[config.mk]
export PLATFORM = sky130hd
export DESIGN_NAME = hvac_sequencer_flat
export DESIGN_NICKNAME = d
export VERILOG_FILES = /design/src/rtl/hvac_sequencer_if.sv /design/src/rtl/hvac_sequencer.sv /design/src/flat_wrapper.sv
export SDC_FILE = /design/constraint.sdc
export NUM_CORES = 1
export LEC_CHECK = 0
export ABC_CLOCK_PERIOD_IN_PS = 5000
export BUFFER_PORTS_ARGS = -buffer_cell sky130_fd_sc_hd__buf_4
export CELL_PAD_IN_SITES_DETAIL_PLACEMENT = 1
export CELL_PAD_IN_SITES_GLOBAL_PLACEMENT = 2
export CORE_UTILIZATION = 36
export CTS_CLUSTER_DIAMETER = 120
export DETAILED_ROUTE_END_ITERATION = 16
export PLACE_DENSITY = 0.88
export SYNTH_ARGS = -nofsm -noshare
export SYNTH_HDL_FRONTEND = slang
export SYNTH_SLANG_ARGS = --single-unit
[constraint.sdc]
create_clock -name clk -period 5 [get_ports clk]
set_clock_uncertainty 0.05 [all_clocks]
set_input_delay 0.5 -clock clk [delete_from_list [all_inputs] [get_ports clk]]
set_output_delay 0.5 -clock clk [all_outputs]
set_load 0.1 [all_outputs]
[src/rtl/hvac_sequencer_if.sv]
// hvac_sequencer_if: thermostat demand in, plant drives and status out.
// master drives the demand side; slave is the sequencer.
interface hvac_sequencer_if;
  logic       Tick;
  logic [1:0] Mode;
  logic [7:0] CurrentTemp;
  logic [7:0] DesiredTemp;
  logic       Heat;
  logic       Cool;
  logic       Fan;
  logic       Lockout;
  logic       Fault;
  logic [2:0] State;

  modport master (
    output Tick, Mode, CurrentTemp, DesiredTemp,
    input  Heat, Cool, Fan, Lockout, Fault, State
  );

  modport slave (
    input  Tick, Mode, CurrentTemp, DesiredTemp,
    output Heat, Cool, Fan, Lockout, Fault, State
  );
endinterface

[src/rtl/hvac_sequencer.sv]
// hvac_sequencer: heat/cool/fan sequencing with hysteresis, min-run, purge, lockout.
// Optional sensor range fault state enabled by `define SENSOR_FAULT_EN.
module hvac_sequencer #(
  parameter int unsigned HYST     = 2,
  parameter int unsigned MIN_ON   = 5,
  parameter int unsigned FAN_POST = 2,
  parameter int unsigned MIN_OFF  = 3,
  parameter int unsigned TMR_W    = 8
) (
  input logic         clk,
  input logic         Reset_n,
  hvac_sequencer_if.slave bus
);

  typedef enum logic [2:0] {
    IDLE      = 3'd0,
    HEAT_ON   = 3'd1,
    COOL_ON   = 3'd2,
    FAN_PURGE = 3'd3,
    LOCKOUT   = 3'd4,
    FAULT     = 3'd5
  } state_e;

  localparam logic [TMR_W-1:0] T_ON   = TMR_W'(MIN_ON);
  localparam logic [TMR_W-1:0] T_POST = TMR_W'(FAN_POST);
  localparam logic [TMR_W-1:0] T_OFF  = TMR_W'(MIN_OFF);

  state_e           state_q, state_d;
  logic [TMR_W-1:0] tmr_q, tmr_d, tmr_run;
  logic             heat_q, cool_q, fan_q, lock_q;

  logic [8:0] cur9, des9, hyst9;
  logic       call_heat, call_cool;
  logic       heat_sat, cool_sat;
  logic       heat_ok, cool_ok;
  logic       tmr_zero;

  assign cur9  = {1'b0, bus.CurrentTemp};
  assign des9  = {1'b0, bus.DesiredTemp};
  assign hyst9 = 9'(HYST);

  assign call_heat = (cur9 + hyst9) < des9;
  assign call_cool = cur9 > (des9 + hyst9);
  assign heat_sat  = cur9 >= des9;
  assign cool_sat  = cur9 <= des9;
  assign heat_ok   = bus.Mode[0];
  assign cool_ok   = bus.Mode[1];
  assign tmr_zero  = (tmr_q == '0);

  // Free-running countdown; any state entry below overrides it with a load.
  assign tmr_run = (bus.Tick && !tmr_zero) ? tmr_q - 1'b1 : tmr_q;

`ifdef SENSOR_FAULT_EN
  logic range_bad;
  logic fault_q;
  assign range_bad = (bus.CurrentTemp > 8'd99) ||
                     (bus.DesiredTemp > 8'd99);
`endif

  always_comb begin
    state_d = state_q;
    tmr_d   = tmr_run;
    case (state_q)
      IDLE: begin
        if (heat_ok && call_heat) begin
          state_d = HEAT_ON;
          tmr_d   = T_ON;
        end else if (cool_ok && call_cool) begin
          state_d = COOL_ON;
          tmr_d   = T_ON;
        end
      end
      HEAT_ON: begin
        if (tmr_zero && (heat_sat || !heat_ok)) begin
          state_d = FAN_PURGE;
          tmr_d   = T_POST;
        end
      end
      COOL_ON: begin
        if (tmr_zero && (cool_sat || !cool_ok)) begin
          state_d = FAN_PURGE;
          tmr_d   = T_POST;
        end
      end
      FAN_PURGE: begin
        if (tmr_zero) begin
          state_d = LOCKOUT;
          tmr_d   = T_OFF;
        end
      end
      LOCKOUT: begin
        if (tmr_zero) state_d = IDLE;
      end
`ifdef SENSOR_FAULT_EN
      FAULT: begin
        if (!range_bad) begin
          state_d = LOCKOUT;
          tmr_d   = T_OFF;
        end
      end
`endif
      default: begin
        state_d = LOCKOUT;
        tmr_d   = T_OFF;
      end
    endcase
`ifdef SENSOR_FAULT_EN
    if (range_bad) begin
      state_d = FAULT;
      tmr_d   = '0;
    end
`endif
  end

  // Drives are decoded from the next state so they line up with State.
  always_ff @(posedge clk or negedge Reset_n) begin
    if (!Reset_n) begin
      state_q <= IDLE;
      tmr_q   <= '0;
      heat_q  <= 1'b0;
      cool_q  <= 1'b0;
      fan_q   <= 1'b0;
      lock_q  <= 1'b0;
`ifdef SENSOR_FAULT_EN
      fault_q <= 1'b0;
`endif
    end else begin
      state_q <= state_d;
      tmr_q   <= tmr_d;
      heat_q  <= (state_d == HEAT_ON);
      cool_q  <= (state_d == COOL_ON);
      fan_q   <= (state_d == HEAT_ON) ||
                 (state_d == COOL_ON) ||
                 (state_d == FAN_PURGE);
      lock_q  <= (state_d == LOCKOUT);
`ifdef SENSOR_FAULT_EN
      fault_q <= (state_d == FAULT);
`endif
    end
  end

  assign bus.Heat    = heat_q;
  assign bus.Cool    = cool_q;
  assign bus.Fan     = fan_q;
  assign bus.Lockout = lock_q;
  assign bus.State   = state_q;
`ifdef SENSOR_FAULT_EN
  assign bus.Fault   = fault_q;
`else
  assign bus.Fault   = 1'b0;
`endif

endmodule
[src/flat_wrapper.sv]
// flat-port wrapper written by rule: the top's interface ports become plain ports
module hvac_sequencer_flat 
#(
  parameter int unsigned HYST     = 2,
  parameter int unsigned MIN_ON   = 5,
  parameter int unsigned FAN_POST = 2,
  parameter int unsigned MIN_OFF  = 3,
  parameter int unsigned TMR_W    = 8
)
  (clk, Reset_n, bus_Tick, bus_Mode, bus_CurrentTemp, bus_DesiredTemp, bus_Heat, bus_Cool, bus_Fan, bus_Lockout, bus_Fault, bus_State);
  hvac_sequencer_if bus_i ();
  input logic clk;
  input logic Reset_n;
  input wire logic [$bits(bus_i.Tick)-1:0] bus_Tick;
  input wire logic [$bits(bus_i.Mode)-1:0] bus_Mode;
  input wire logic [$bits(bus_i.CurrentTemp)-1:0] bus_CurrentTemp;
  input wire logic [$bits(bus_i.DesiredTemp)-1:0] bus_DesiredTemp;
  output wire logic [$bits(bus_i.Heat)-1:0] bus_Heat;
  output wire logic [$bits(bus_i.Cool)-1:0] bus_Cool;
  output wire logic [$bits(bus_i.Fan)-1:0] bus_Fan;
  output wire logic [$bits(bus_i.Lockout)-1:0] bus_Lockout;
  output wire logic [$bits(bus_i.Fault)-1:0] bus_Fault;
  output wire logic [$bits(bus_i.State)-1:0] bus_State;
  assign bus_i.Tick = bus_Tick;
  assign bus_i.Mode = bus_Mode;
  assign bus_i.CurrentTemp = bus_CurrentTemp;
  assign bus_i.DesiredTemp = bus_DesiredTemp;
  assign bus_Heat = bus_i.Heat;
  assign bus_Cool = bus_i.Cool;
  assign bus_Fan = bus_i.Fan;
  assign bus_Lockout = bus_i.Lockout;
  assign bus_Fault = bus_i.Fault;
  assign bus_State = bus_i.State;
  hvac_sequencer #(.HYST(HYST), .MIN_ON(MIN_ON), .FAN_POST(FAN_POST), .MIN_OFF(MIN_OFF), .TMR_W(TMR_W)) u_core (.clk(clk), .Reset_n(Reset_n), .bus(bus_i));
endmodule
==> results.json <==
{
  "die_area_um2": 4616,
  "cp.required_ns": 5.10,
  "leakagePower_uw": 0.0009196,
  "place_area_um2": 1819,
  "grt_overflow": 0,
  "drive_above_1_share": 0.1848,
  "final_antenna_net_count": 0,
  "setup_viol": 0,
  "cts_hold_buf": 0,
  "ys_seq_area_frac": 0.2398,
  "routed_wl_mm": 4.586,
  "min_path_type": "in2async",
  "fmax_mhz": 359.1,
  "cap_violations": 0,
  "synthTopCellsByCount": "25 x ha_1, 17 x inv_1, 15 x dfrtp_1",
  "power.total_uw": 894.3,
  "yosysMostFrequentCell": "ha_1",
  "outcome": "finished, final reports clean",
  "fin_area_um2": 1864,
  "ctsLongestPathBuffers": 2,
  "synth_edf_count": 0,
  "cts_htree_levels": 1,
  "synth.area.top_cells": "dfrtp_1 24%, ha_1 20%, xnor2_1 6.2%",
  "syn_area_um2": 1565,
  "grt_max_degree": 16,
  "yosysTopAreaCell": "dfrtp_1",
  "period_share": 0.5569,
  "clkTransAtPathRegs_ns": 0.06,
  "design.core.area_um2": 4086,
  "syn2layout_area_growth_pct": 19.10,
  "rows": 23,
  "ys_types": 48,
  "numCtsBuffers": 3,
  "syn_avg_cell_area_um2": 8.600,
  "grt_antenna_before_repair": 0,
  "synth_nets": 228,
  "hpwl_mm": 3.902,
  "io_buffers": 27,
  "yosys_warnings": 0,
  "worstSetupEndpointType": "flop",
  "cts_tree": "done",
  "rsz0062_at_grt": "false",
  "antenna_cells": 0,
  "die_x_um": 67.94,
  "fin_crit_ns": 2.784,
  "gp_congestion": 0.8462,
  "irDropWorstVdd_mv": 0.1791,
  "synthFlopType": "dfrtp_1",
  "dieHeight_um": 67.94,
  "fin_nets": 258,
  "synthArstFlopShare": 1.000,
  "drtIter0Drc": 64,
  "cts_resized": 0,
  "grt_pass1_vias": 1556,
  "yosys_register_bits": 15,
  "initial_core_util": 0.3830,
  "viasPerCell": 5.705,
  "critPathMaxFanout": 6,
  "start_kind": "input port",
  "cp.arrival_ns": 2.88,
  "firstDrtPassIters": 4,
  "fillers": 502,
  "cts.sinks": 15,
  "grt_pass1_wl_mm": 7.362,
  "finalMaxSlewViolations": 0,
  "routedWlPerCell_um": 17.57,
  "ioPinCount": 29,
  "p_per_area_nw_per_um2": 479.7,
  "drc_errors": 0,
  "synthCells": 182,
  "track_usage": 0.2180,
  "final.setup.tns_ns": 0,
  "post_cts_buffers": 0,
  "clock_latency_ns": 0.25,
  "synth_top_area_frac": 0.2398,
  "path_class": "in2reg",
  "hold_violations": 0,
  "root_buffer": "clkbuf_8",
  "vias": 1489
}
[report_power, final]
group / switching (µW) / internal [µW]
registers: 41.1 / 165
logic: 396 / 193
clock network: 42.9 / 56.5
total: 480 / 414
[cells in the final DEF, fill, tap and decap left out, types with 2 or more instances in the layout]
cell type | synthesis | routed
buf_4 | 1 | 27
ha_1 | 25 | 25
inv_1 | 17 | 17
dfrtp_1 | 15 | 15
nor2_1 | 13 | 13
nand2_1 | 12 | 12
xnor2_1 | 11 | 11
nand3_1 | 10 | 10
a21oi_1 | 10 | 10
o21ai_0 | 6 | 6
xor2_1 | 5 | 5
nor4_1 | 3 | 3
or3b_2 | 3 | 3
nor3b_1 | 3 | 3
nand4_1 | 3 | 3
a211oi_1 | 3 | 3
o22ai_1 | 3 | 3
clkbuf_8 | 0 | 3
and3_1 | 2 | 2
or4_4 | 2 | 2
a22oi_1 | 2 | 2
a31oi_1 | 2 | 2
o21ai_1 | 2 | 2
mux2i_1 | 2 | 2
nand2b_1 | 2 | 2
o211a_1 | 2 | 2
[metrics by stage]
| stage | instances | setup slack (ns) | util | hold slack [ns] |
|---|---|---|---|---|
| final | 261 | 2.216 | 0.4562 | 0.04264 |
| after global placement | 257 | 1.956 | 0.4452 | 0.3077 |
| after CTS | 261 | 2.195 | 0.4562 | 0.04625 |
| after floorplan | 182 | 2.332 | - | 0.1544 |
| after global routing | 261 | 2.044 | 0.4562 | 0.04915 |
| after detailed placement | 257 | 1.928 | 0.4452 | 0.3169 |
[routing by layer]
metal | global-route usage | part of all wire | vias to the layer above
met3 | 0.01833 | 0.030 | 17
met2 | 0.4093 | 0.51 | 41
li1 | - | - | 721
met5 | 0 | 0 | -
met1 | 0.2450 | 0.42 | 710
met4 | 0.09896 | 0.035 | 0
[final timing paths]
| path | slack, ns | start | endpoint | depth (start not counted) |
|---|---|---|---|---|
| max | 2.22 | bus_CurrentTemp[1] | u_core.bus.Cool | 11 |
| min | 0.04 | Reset_n | u_core.bus.Cool | 1 |
| max reg2reg | 2.61 | u_core.tmr_q[0] | u_core.tmr_q[0] | 8 |
| min reg2reg | 0.55 | u_core.tmr_q[5] | u_core.tmr_q[5] | 2 |
| max in group asynchronous | 4.67 | Reset_n | u_core.tmr_q[7] | 1 |
| min in group clk | 0.55 | u_core.tmr_q[5] | u_core.tmr_q[5] | 2 |
[area by class of cell]
type,count,area (µm²),share of cell area
tap,50,62.56,0.03356
clock buffer,4,45.04,0.02416
multi-input combinational,148,1115,0.5980
inverter,17,63.81,0.03423
timing repair buffer,27,202.7,0.1087
sequential,15,375.4,0.2013
[critical path: stages]
cell	delay (ns)
buf_4	0.13
ha_1	0.22
and3_1	0.23
nand3_1	0.11
xnor2_1	0.13
ha_1	0.26
a211oi_1	0.22
o21ai_0	0.20
o211a_1	0.26
or4_4	0.44
and3b_1	0.18
[kinds of logic after synthesis]
family / count (synthesis) / synth area share
buffers and inverters: 19 / 0.04796
xor gates and xnor gates: 16 / 0.08953
and+or+nand+nor: 61 / 0.2142
adders and majority gates: 25 / 0.1998
DFF: 15 / 0.2398
other: 1 / 0.002396
AOI/OAI and AO/OA: 43 / 0.1935
muxes: 2 / 0.01279
[flip-flops by register name (all words and copies together) (netlist names)]
register and flops:
u_core.bus.Fan 1, u_core.bus.State 3, u_core.bus.Cool 1, u_core.bus.Heat 1
u_core.bus.Lockout 1, u_core.tmr_q 8
(Power assumes the default switching activity.)
